[config.mk]
export PLATFORM = sky130hd
export DESIGN_NAME = uart_rx_ctrl
export DESIGN_NICKNAME = d
export VERILOG_FILES = /design/src/rtl/uart_pkg.sv /design/src/rtl/uart_rx_fifo.sv /design/src/rtl/uart_rx_ctrl.sv
export SDC_FILE = /design/constraint.sdc
export NUM_CORES = 1
export LEC_CHECK = 0
export ABC_AREA = 1
export CAP_MARGIN = 20
export CORE_MARGIN = 3
export CORE_UTILIZATION = 62
export CTS_CLUSTER_DIAMETER = 40
export DETAILED_ROUTE_END_ITERATION = 7
export PLACE_DENSITY = 0.84
export SYNTH_ARGS = -nofsm -noshare
export SYNTH_HDL_FRONTEND = slang
export SYNTH_SLANG_ARGS = --single-unit
[constraint.sdc]
create_clock -name clk -period 3.7 [get_ports clk]
set_clock_uncertainty 0.05 [all_clocks]
set_input_delay 0.555 -clock clk [delete_from_list [all_inputs] [get_ports clk]]
set_output_delay 0.555 -clock clk [all_outputs]
set_load 0.01 [all_outputs]
[src/rtl/uart_pkg.sv]
// Shared widths, sync-frame constants and controller state encoding for the UART receive path.
// Pure declarations: no latency, no flow control.
package uart_pkg;

  localparam int CPB_W           = 10;
  localparam int MEAS_W          = 13;
  localparam int SYNC_FALL_EDGES = 5;

  typedef enum logic [2:0] {
    RUN,
    ARM,
    MEASURE,
    SETTLE,
    FAIL
  } ctrl_state_t;

endpackage

[src/rtl/uart_rx_fifo.sv]
// First-word-fall-through byte FIFO; dout shows the head with zero latency.
// A push into a full FIFO succeeds only with a same-cycle pop; otherwise the caller drops it.
module uart_rx_fifo #(
  parameter int DEPTH = 8,
  parameter int WIDTH = 8
) (
  input  logic                     clk,
  input  logic                     rst,
  input  logic                     push,
  input  logic                     pop,
  input  logic [WIDTH-1:0]         din,
  output logic [WIDTH-1:0]         dout,
  output logic [$clog2(DEPTH):0]   count,
  output logic                     full,
  output logic                     empty
);

  localparam int PW = $clog2(DEPTH);

  logic [WIDTH-1:0] mem_q [DEPTH];
  logic [PW-1:0]    wr_ptr_q, wr_ptr_d;
  logic [PW-1:0]    rd_ptr_q, rd_ptr_d;
  logic [PW:0]      count_q, count_d;
  logic             push_ok, pop_ok;

  assign full    = (count_q == (PW+1)'(DEPTH));
  assign empty   = (count_q == '0);
  assign pop_ok  = pop && !empty;
  assign push_ok = push && (!full || pop);
  assign dout    = mem_q[rd_ptr_q];
  assign count   = count_q;

  always_comb begin
    wr_ptr_d = wr_ptr_q;
    rd_ptr_d = rd_ptr_q;
    count_d  = count_q;
    if (push_ok) wr_ptr_d = wr_ptr_q + PW'(1);
    if (pop_ok)  rd_ptr_d = rd_ptr_q + PW'(1);
    case ({push_ok, pop_ok})
      2'b10:   count_d = count_q + (PW+1)'(1);
      2'b01:   count_d = count_q - (PW+1)'(1);
      default: count_d = count_q;
    endcase
  end

  always_ff @(posedge clk or negedge rst) begin
    if (!rst) begin
      wr_ptr_q <= '0;
      rd_ptr_q <= '0;
      count_q  <= '0;
      for (int i = 0; i < DEPTH; i++) mem_q[i] <= '0;
    end else begin
      wr_ptr_q <= wr_ptr_d;
      rd_ptr_q <= rd_ptr_d;
      count_q  <= count_d;
      if (push_ok) mem_q[wr_ptr_q] <= din;
    end
  end

endmodule

[src/rtl/uart_rx_ctrl.sv]
// UART receive controller: auto-baud from a 0x55 sync frame, manual clks_per_bit load, byte FIFO.
// Outputs registered (FIFO head/valid/count combinational); bytes arriving at a full FIFO are dropped and flagged.
module uart_rx_ctrl
  import uart_pkg::*;
#(
  parameter int DEPTH       = 8,
  parameter int DEFAULT_CPB = 868,
  parameter int MIN_CPB     = 16
) (
  input  logic                     clk,
  input  logic                     rst,
  input  logic                     rx_line,
  input  logic                     cal_start,
  input  logic                     cfg_load,
  input  logic [CPB_W-1:0]         cfg_cpb,
  input  logic                     status_clr,
  input  logic                     rx_eoc,
  input  logic [7:0]               rx_data,
  output logic                     uart_rst_n,
  output logic [CPB_W-1:0]         clks_per_bit,
  output logic [7:0]               m_data,
  output logic                     m_valid,
  input  logic                     m_ready,
  output logic [$clog2(DEPTH):0]   fifo_count,
  output logic                     locked,
  output logic                     cal_busy,
  output logic                     cal_error,
  output logic                     overflow
);

  ctrl_state_t       state_q, state_d;
  logic              sync1_q, sync2_q, rx_prev_q, eoc_prev_q;
  logic [MEAS_W-1:0] meas_q, meas_d;
  logic [2:0]        edges_q, edges_d;
  logic [CPB_W-1:0]  cpb_q, cpb_d;
  logic [CPB_W-1:0]  saved_q, saved_d;
  logic              uart_rst_n_q, uart_rst_n_d;
  logic              locked_q, locked_d;
  logic              cal_busy_q, cal_busy_d;
  logic              cal_error_q, cal_error_d;
  logic              overflow_q, overflow_d;

  logic              rx_fall, eoc_rise, last_edge, meas_max;
  logic [MEAS_W-1:0] meas_inc, settle_target;
  logic [CPB_W-1:0]  cand;
  logic              fifo_push, fifo_full, fifo_empty;

  assign rx_fall       = rx_prev_q & ~sync2_q;
  assign eoc_rise      = rx_eoc & ~eoc_prev_q;
  assign meas_inc      = meas_q + MEAS_W'(1);
  assign meas_max      = (meas_q == '1);
  // Counter value at the 5th falling edge spans 8 bit times; divide by 8.
  assign cand          = meas_inc[MEAS_W-1:3];
  assign last_edge     = (edges_q == 3'(SYNC_FALL_EDGES - 1));
  assign settle_target = MEAS_W'({cpb_q, 1'b0});
  assign fifo_push     = (state_q == RUN) && eoc_rise;

  always_ff @(posedge clk or negedge rst) begin
    if (!rst) begin
      sync1_q    <= 1'b1;
      sync2_q    <= 1'b1;
      rx_prev_q  <= 1'b1;
      eoc_prev_q <= 1'b0;
    end else begin
      sync1_q    <= rx_line;
      sync2_q    <= sync1_q;
      rx_prev_q  <= sync2_q;
      eoc_prev_q <= rx_eoc;
    end
  end

  always_ff @(posedge clk or negedge rst) begin
    if (!rst) begin
      state_q      <= RUN;
      meas_q       <= '0;
      edges_q      <= '0;
      cpb_q        <= CPB_W'(DEFAULT_CPB);
      saved_q      <= CPB_W'(DEFAULT_CPB);
      uart_rst_n_q <= 1'b0;
      locked_q     <= 1'b1;
      cal_busy_q   <= 1'b0;
      cal_error_q  <= 1'b0;
      overflow_q   <= 1'b0;
    end else begin
      state_q      <= state_d;
      meas_q       <= meas_d;
      edges_q      <= edges_d;
      cpb_q        <= cpb_d;
      saved_q      <= saved_d;
      uart_rst_n_q <= uart_rst_n_d;
      locked_q     <= locked_d;
      cal_busy_q   <= cal_busy_d;
      cal_error_q  <= cal_error_d;
      overflow_q   <= overflow_d;
    end
  end

  always_comb begin
    state_d = state_q;
    if (cfg_load) begin
      state_d = RUN;
    end else begin
      case (state_q)
        RUN:     if (cal_start) state_d = ARM;
        ARM:     if (rx_fall) state_d = MEASURE;
        MEASURE: begin
          if (meas_max) state_d = FAIL;
          else if (rx_fall && last_edge)
            state_d = (cand < CPB_W'(MIN_CPB)) ? FAIL : SETTLE;
        end
        SETTLE:  if (sync2_q && (meas_inc == settle_target)) state_d = RUN;
        FAIL:    state_d = RUN;
        default: state_d = RUN;
      endcase
    end
  end

  always_comb begin
    meas_d       = meas_q;
    edges_d      = edges_q;
    cpb_d        = cpb_q;
    saved_d      = saved_q;
    cal_error_d  = cal_error_q;
    overflow_d   = overflow_q;
    cal_busy_d   = (state_d == ARM) || (state_d == MEASURE) || (state_d == SETTLE);
    locked_d     = !cal_busy_d;
    uart_rst_n_d = (state_d == RUN);

    if (status_clr) begin
      cal_error_d = 1'b0;
      overflow_d  = 1'b0;
    end

    if (cfg_load) begin
      cpb_d = cfg_cpb;
    end else begin
      case (state_q)
        RUN: begin
          if (cal_start) begin
            saved_d = cpb_q;
            meas_d  = '0;
            edges_d = '0;
          end
        end
        ARM: begin
          if (rx_fall) begin
            meas_d  = '0;
            edges_d = 3'd1;
          end
        end
        MEASURE: begin
          meas_d = meas_inc;
          if (rx_fall) edges_d = edges_q + 3'd1;
          if (!meas_max && rx_fall && last_edge && (cand >= CPB_W'(MIN_CPB))) begin
            cpb_d  = cand;
            meas_d = '0;
          end
        end
        // Reuse the measurement counter as the idle-high run length.
        SETTLE:  meas_d = sync2_q ? meas_inc : '0;
        FAIL: begin
          cpb_d       = saved_q;
          cal_error_d = 1'b1;
        end
        default: ;
      endcase
    end

    if (fifo_push && fifo_full && !(m_ready && !fifo_empty)) overflow_d = 1'b1;
  end

  uart_rx_fifo #(
    .DEPTH (DEPTH),
    .WIDTH (8)
  ) u_fifo (
    .clk   (clk),
    .rst   (rst),
    .push  (fifo_push),
    .pop   (m_ready),
    .din   (rx_data),
    .dout  (m_data),
    .count (fifo_count),
    .full  (fifo_full),
    .empty (fifo_empty)
  );

  assign m_valid      = !fifo_empty;
  assign uart_rst_n   = uart_rst_n_q;
  assign clks_per_bit = cpb_q;
  assign locked       = locked_q;
  assign cal_busy     = cal_busy_q;
  assign cal_error    = cal_error_q;
  assign overflow     = overflow_q;

endmodule

* Word-level counts from Yosys, hierarchy flattened
Index checks and enable logic that the tools add are counted.
** Word-level totals
- Logic and storage cells :: 123
- Bits of input ports :: 26
- Register bits :: 122
** Cells by class
- Magnitude comparators :: 5
- Eq/ne operators :: 17
- Bitwise gates (word level) :: 7
- Multiplexer cells :: 32
- Reduce and logical (&&, ||, !) cells :: 31
- $add $sub $neg :: 6
** Operators by type and width (count)
- $bwmux 64 :: 1
- $mux 13 :: 4
- $pmux 13 s4 :: 1
- $mux 3 :: 10
- $bmux 8 s3 :: 1
- $demux 8 s3 :: 1
- $mux 8 :: 3
- $mux 10 :: 2
- $pmux 10 s2 :: 1
- $add 13x1->13 const B :: 1
- $eq 13x11->1 :: 1
- $eq 13x13->1 const B :: 1
- $eq 3x2->1 const B :: 4
- $pmux 3 s4 :: 1
- $logic_and 1x1->1 :: 11
- $ge 10x5->1 const B :: 1
- $lt 10x5->1 const B :: 1
- $add 3x1->3 const B :: 3
- $pmux 3 s3 :: 1
- $ge 4x4->1 const B :: 2
- $not 3->4 :: 2
- $pmux 4 s2 :: 1
- $eq 3x1->1 const B :: 2
- $eq 3x3->1 const B :: 2
- 22 further kinds :: 40

* Logic depth before layout (Yosys ltp)
- Depth in word-level cells :: 11
- Gate-level depth with buffers :: 16
- Mapped depth without buffers :: 16

* Hierarchy
A second synthesis with hierarchy kept.
** Unflattened totals
- Cell total of the unflattened synthesis :: 936
- Area, all modules :: 6886.6 µm²
** By module, submodules not included
- uart_rx_fifo :: sequential area each 1851.8 µm², area an instance 4256.6 µm², cells each 586, times used 1
- uart_rx_ctrl :: sequential area each 1218.7 µm², area an instance 2630.0 µm², cells each 350, times used 1

* Least setup slack after synthesis
No wires, ideal clock.
- Kind :: reg-to-reg
- Start :: register u_fifo.count_q[1] (netlist: u_fifo.count[1])
- End :: register u_fifo.count_q[3] (netlist: u_fifo.count[3])
- Setup time :: 0.123 ns
- Arrival :: 2.078 ns
- Setup slack :: 1.450 ns
- Clock period less this slack :: 2.250 ns
- Data required time :: 3.527 ns
- Cell stages (with the launch flop) :: 14
- Cell sequence :: dfrtp_1 -> nor2_1 -> nand3_1 -> nand2_1 -> inv_1 -> ha_1 -> ha_1 -> nand2_1 -> nor2_1 -> a211oi_1 -> nor2_1 -> nor2_1 -> nand2_1 -> xor2_1
** On the way
- Elaborated cells on any way between the ends :: 13
- Classes of those cells :: add/sub (2); eq/ne (3); mux (1); reduce/logical (7)
** RTL lines
- from (decl) :: RTL line uart_rx_fifo.sv:23 : logic [PW:0] count_q, count_d;
- from (signal assigned) :: RTL line uart_rx_fifo.sv:55 : count_q <= count_d;
- $logic_not 4->1 * :: RTL line uart_rx_fifo.sv:27 : assign empty = (count_q == '0);
- $logic_not 1->1 *
- named net m_valid :: RTL line uart_rx_ctrl.sv:22 : output logic m_valid,
- $logic_and 1x1->1 * :: RTL line uart_rx_fifo.sv:28 : assign pop_ok = pop && !empty;
- named net u_fifo.pop_ok :: RTL line uart_rx_fifo.sv:24 : logic push_ok, pop_ok;
- $eq 2x1->1 / $eq 2x2->1 (equally long branches) :: RTL line uart_rx_fifo.sv:39 : case ({push_ok, pop_ok})
- $pmux 4 s2 / $reduce_bool 2->1 (equally long branches)
The timed path passes the listed nets; every way through them passes the cells marked *.
A chain may end at the register's enable or synchronous reset.

* Worst setup path in the final report
- Start :: register u_fifo.rd_ptr_q[0]
- End :: output m_data[2]
** On the way
- Longest elaborated chain between the ends :: 4
** RTL lines
- from (decl) :: RTL line uart_rx_fifo.sv:22 : logic [PW-1:0] rd_ptr_q, rd_ptr_d;
- from (signal assigned) :: RTL line uart_rx_fifo.sv:54 : rd_ptr_q <= rd_ptr_d;
- $not 3->4 (implied by the code) :: RTL line uart_rx_fifo.sv:30 : assign dout = mem_q[rd_ptr_q];
- $bmux 8 s3 :: RTL line uart_rx_fifo.sv:30
- $mux 8 (implied by the code) (2 in a row) :: RTL line uart_rx_fifo.sv:30
- to (decl) :: RTL line uart_rx_ctrl.sv:21 : output logic [7:0] m_data,
No other way between the ends. The select of a mux whose other input is x is not followed.

==> impl_metrics.py <==
metrics = {
    "clock_tree": {
        "clk_pin_slew_ns": 0.06,
        "cts_inserted_buffers": 17,
        "clk_latency_ns": 0.53,
        "cts_tree": "yes",
        "clock-sinks": 122,
        "cts_resized": 0,
        "hold_buffers": 0,
        "clock_path_buffers": 2,
        "cts_root_buffer": "clkbuf_8",
        "post_cts_buffers": 0,
        "htree_levels": 4,
    },
    "layout": {
        "final-seq-area_mm2": 0.003070,
        "diodes": 0,
        "area_delta_synth_final_pct": 20.41,
        "n_fill_cell": 666,
        "fin_nets": 843,
        "multiInputGateArea_mm2": 0.002591,
        "drive_gt1_frac": 0.1049,
    },
    "worst_setup_path": {
        "r2r-start": "state_q[2]",
        "crit_fanout": 21,
        "r2r_slack_ns": 1.12,
        "reg2regPathDepth": 13,
        "end_kind": "output pin",
        "crit_path_max_incr_delay_ns": 0.60,
        "cp_slowest_cell": "clkdlybuf4s50_1",
        "crit_chain": "inv_1, buf_4, o21ai_0, o22ai_1, nor2_1, a31oi_1, clkdlybuf4s50_1",
        "r2r_end": "u_fifo.count[3]",
        "cp.arrival_ns": 2.66,
        "setup.worst_path.class": "reg2out",
        "cp.required_ns": 3.09,
        "cp_num_buf_inv": 3,
        "crit_path_start_kind": "flip-flop",
        "path_delay_family": "buffers and inverters",
    },
    "yosys": {
        "synth_fa_ha_area_frac": 0.01989,
        "synth-seq-cells": 122,
        "synth_most_common_cell": "nand2_1",
        "synth.avg_cell_area_um2": 8.019,
        "yosys.area.top_type": "dfrtp_1",
        "synthMuxAreaShare": 0,
        "synth_xor_area_frac": 0.01015,
        "synth.yosys.warnings": 0,
        "synth.top_cell.area_share": 0.4476,
        "synth_area_leaders": "dfrtp_1, nand2_1, o21ai_0",
        "syn-cell-area_mm2": 0.006038,
        "synth_cell_types": 34,
        "async_flop_share": 1.000,
        "synthesis.nets": 788,
        "synth_compound_area_frac": 0.1656,
        "synth_flop_cell": "dfrtp_1",
        "synth_top_family_by_area": "simple AND/OR/NAND/NOR gates",
        "synth_edf_count": 0,
        "synthCells": 753,
        "synth-simple-area-share": 0.2335,
        "synth_common_cells": "nand2_1, o21ai_0, dfrtp_1",
        "yosysSeqAreaShare": 0.5085,
    },
    "floorplan": {
        "placementRows": 35,
        "die_w_um": 104.7,
        "core_mm2": 0.009371,
        "die_area_mm2": 0.01096,
        "io_pins": 54,
        "initial_core_util": 0.6443,
        "die-height_um": 104.7,
    },
    "drt": {
        "firstDrtPassIters": 5,
        "routed_wl_um": 15370,
        "ant_nets": 0,
        "drc": 0,
        "routed-via-count": 5460,
        "routedWlPerCell_um": 16.19,
        "drt_iter0_markers": 377,
        "viasPerCell": 5.753,
    },
    "global_route": {
        "grt_use_total": 0.2944,
        "grt_pass1_wl_um": 25850,
        "grt_pass1_vias": 5375,
        "grt_overflow": 0,
        "antenna_found_initial": 0,
        "grt_max_degree": 79,
    },
    "pwr": {
        "internal-power_mw": 3.493,
        "p_total_mw": 5.387,
        "pwr-share-clk": 0.307,
        "p_leak_nw": 3.368,
        "switching_share": 0.3515,
        "power_frac_comb": 0.319,
        "power_density_mw_per_mm2": 740.9,
        "sequentialPowerShare": 0.375,
        "power.switching_mw": 1.894,
        "vdd_drop_max_mv": 0.4966,
    },
    "run": {
        "cap_violations": 0,
    },
    "sta": {
        "fin_tns_setup_ns": 0,
        "slew_viol_final": 0,
        "finalHoldViolations": 0,
        "slew_headroom": 0.3569,
        "tightest_slew_ns": 0.9646,
        "setup_violations": 0,
        "period_share": 0.8831,
        "rsz0062_at_grt": "no",
        "fin_crit_ns": 3.267,
        "fmax_mhz": 306.0,
    },
    "hold_path": {
        "hold_path.class": "in2async",
    },
    "placed_design": {
        "io_buffers": 53,
        "place_congestion": 0.8610,
        "place_hpwl_um": 10100,
    },
    "run_status": {
        "status": "completed",
    },
}
## metrics by stage
step	instance area, um^2	hold slack (ns)	std cells	util	worst slack, ns
after floorplan	6038	0.2094	753	-	1.450
after detailed placement	6679	0.3013	918	0.7127	0.8004
after global routing	7271	0.1836	949	0.7758	0.2910
final	7271	0.1243	949	0.7758	0.4325
after CTS	7271	0.1531	949	0.7758	0.4507
after global placement	6679	0.2963	918	0.7127	0.9196
## state kept, by name (all words and copies together) (netlist names), 3 cells and up
register	count
clks_per_bit	10
saved_q	10
u_fifo.mem_q	64
u_fifo.count	4
state_q	3
edges_q	3
u_fifo.rd_ptr_q	3
u_fifo.wr_ptr_q	3
meas_q	13
## layout by cell type (no fill, tap or decap), types with 2 or more instances in the layout
master,n
dfstp_2,14
clkinv_4,2
a21oi_2,2
nand3b_1,2
nand2_1,185
nand2_2,9
xor2_1,6
clkinvlp_4,4
clkbuf_16,16
bufinv_16,2
clkbuf_8,4
o21ai_1,13
nor3_1,3
inv_6,2
clkdlybuf4s50_1,52
nand4_1,5
buf_4,9
o21ai_2,10
nor2_2,4
nor2_1,92
o211ai_1,4
ha_1,8
o21ai_0,111
a21oi_1,14
nor2_4,2
inv_1,69
a31oi_1,8
nand3_1,33
nand3_2,3
dfrtp_1,108
o22ai_1,12
o221ai_1,3
a211oi_1,2
## metal layers
layer / wire (um) / global-route usage / vias to the layer above
met5: 0 / 0 / -
met2: 7893 / 0.5078 / 241
met3: 1027 / 0.06918 / 36
li1: - / - / 2584
met1: 6048 / 0.3530 / 2599
met4: 395 / 0.1275 / 0
## power groups by stage
stage	Sequential [mW]	Clock (mW)	Combinational, mW
2_1_floorplan	1.98	0	1.06
3_3_place_gp	2.00	0	1.62
3_5_place_dp	2.02	0	1.68
4_1_cts	2.01	1.66	1.71
5_1_grt	2.06	1.72	1.93
6_report	2.02	1.65	1.72
## worst max path at each step
stage	start	to	slack, ns	cells after the start
3_3_place_gp	rx_eoc	u_fifo.count[3]	0.92	13
4_1_cts	u_fifo.rd_ptr_q[0]	m_data[2]	0.45	7
5_1_grt	u_fifo.rd_ptr_q[0]	m_data[3]	0.29	7
3_5_place_dp	rx_eoc	u_fifo.count[3]	0.80	13
6_report	u_fifo.rd_ptr_q[0]	m_data[2]	0.43	7
2_1_floorplan	u_fifo.count[1]	u_fifo.count[3]	1.45	13
## cell families after synthesis
| family | count (synthesis) |
|---|---|
| buf+inv | 96 |
| xor+xnor | 7 |
| simple gates | 339 |
| fa+ha+maj | 9 |
| flops | 122 |
| compound gates | 180 |
## layout make-up
class | instances | share of cell area
Clock inverter | 11 | 0.01876
Timing Repair Buffer | 61 | 0.08088
Inverter | 71 | 0.03683
Tap cell | 129 | 0.02220
Sequential cell | 122 | 0.4223
Multi-Input combinational cell | 535 | 0.3564
Clock buffer | 20 | 0.06264
(Power assumes the default switching activity.)
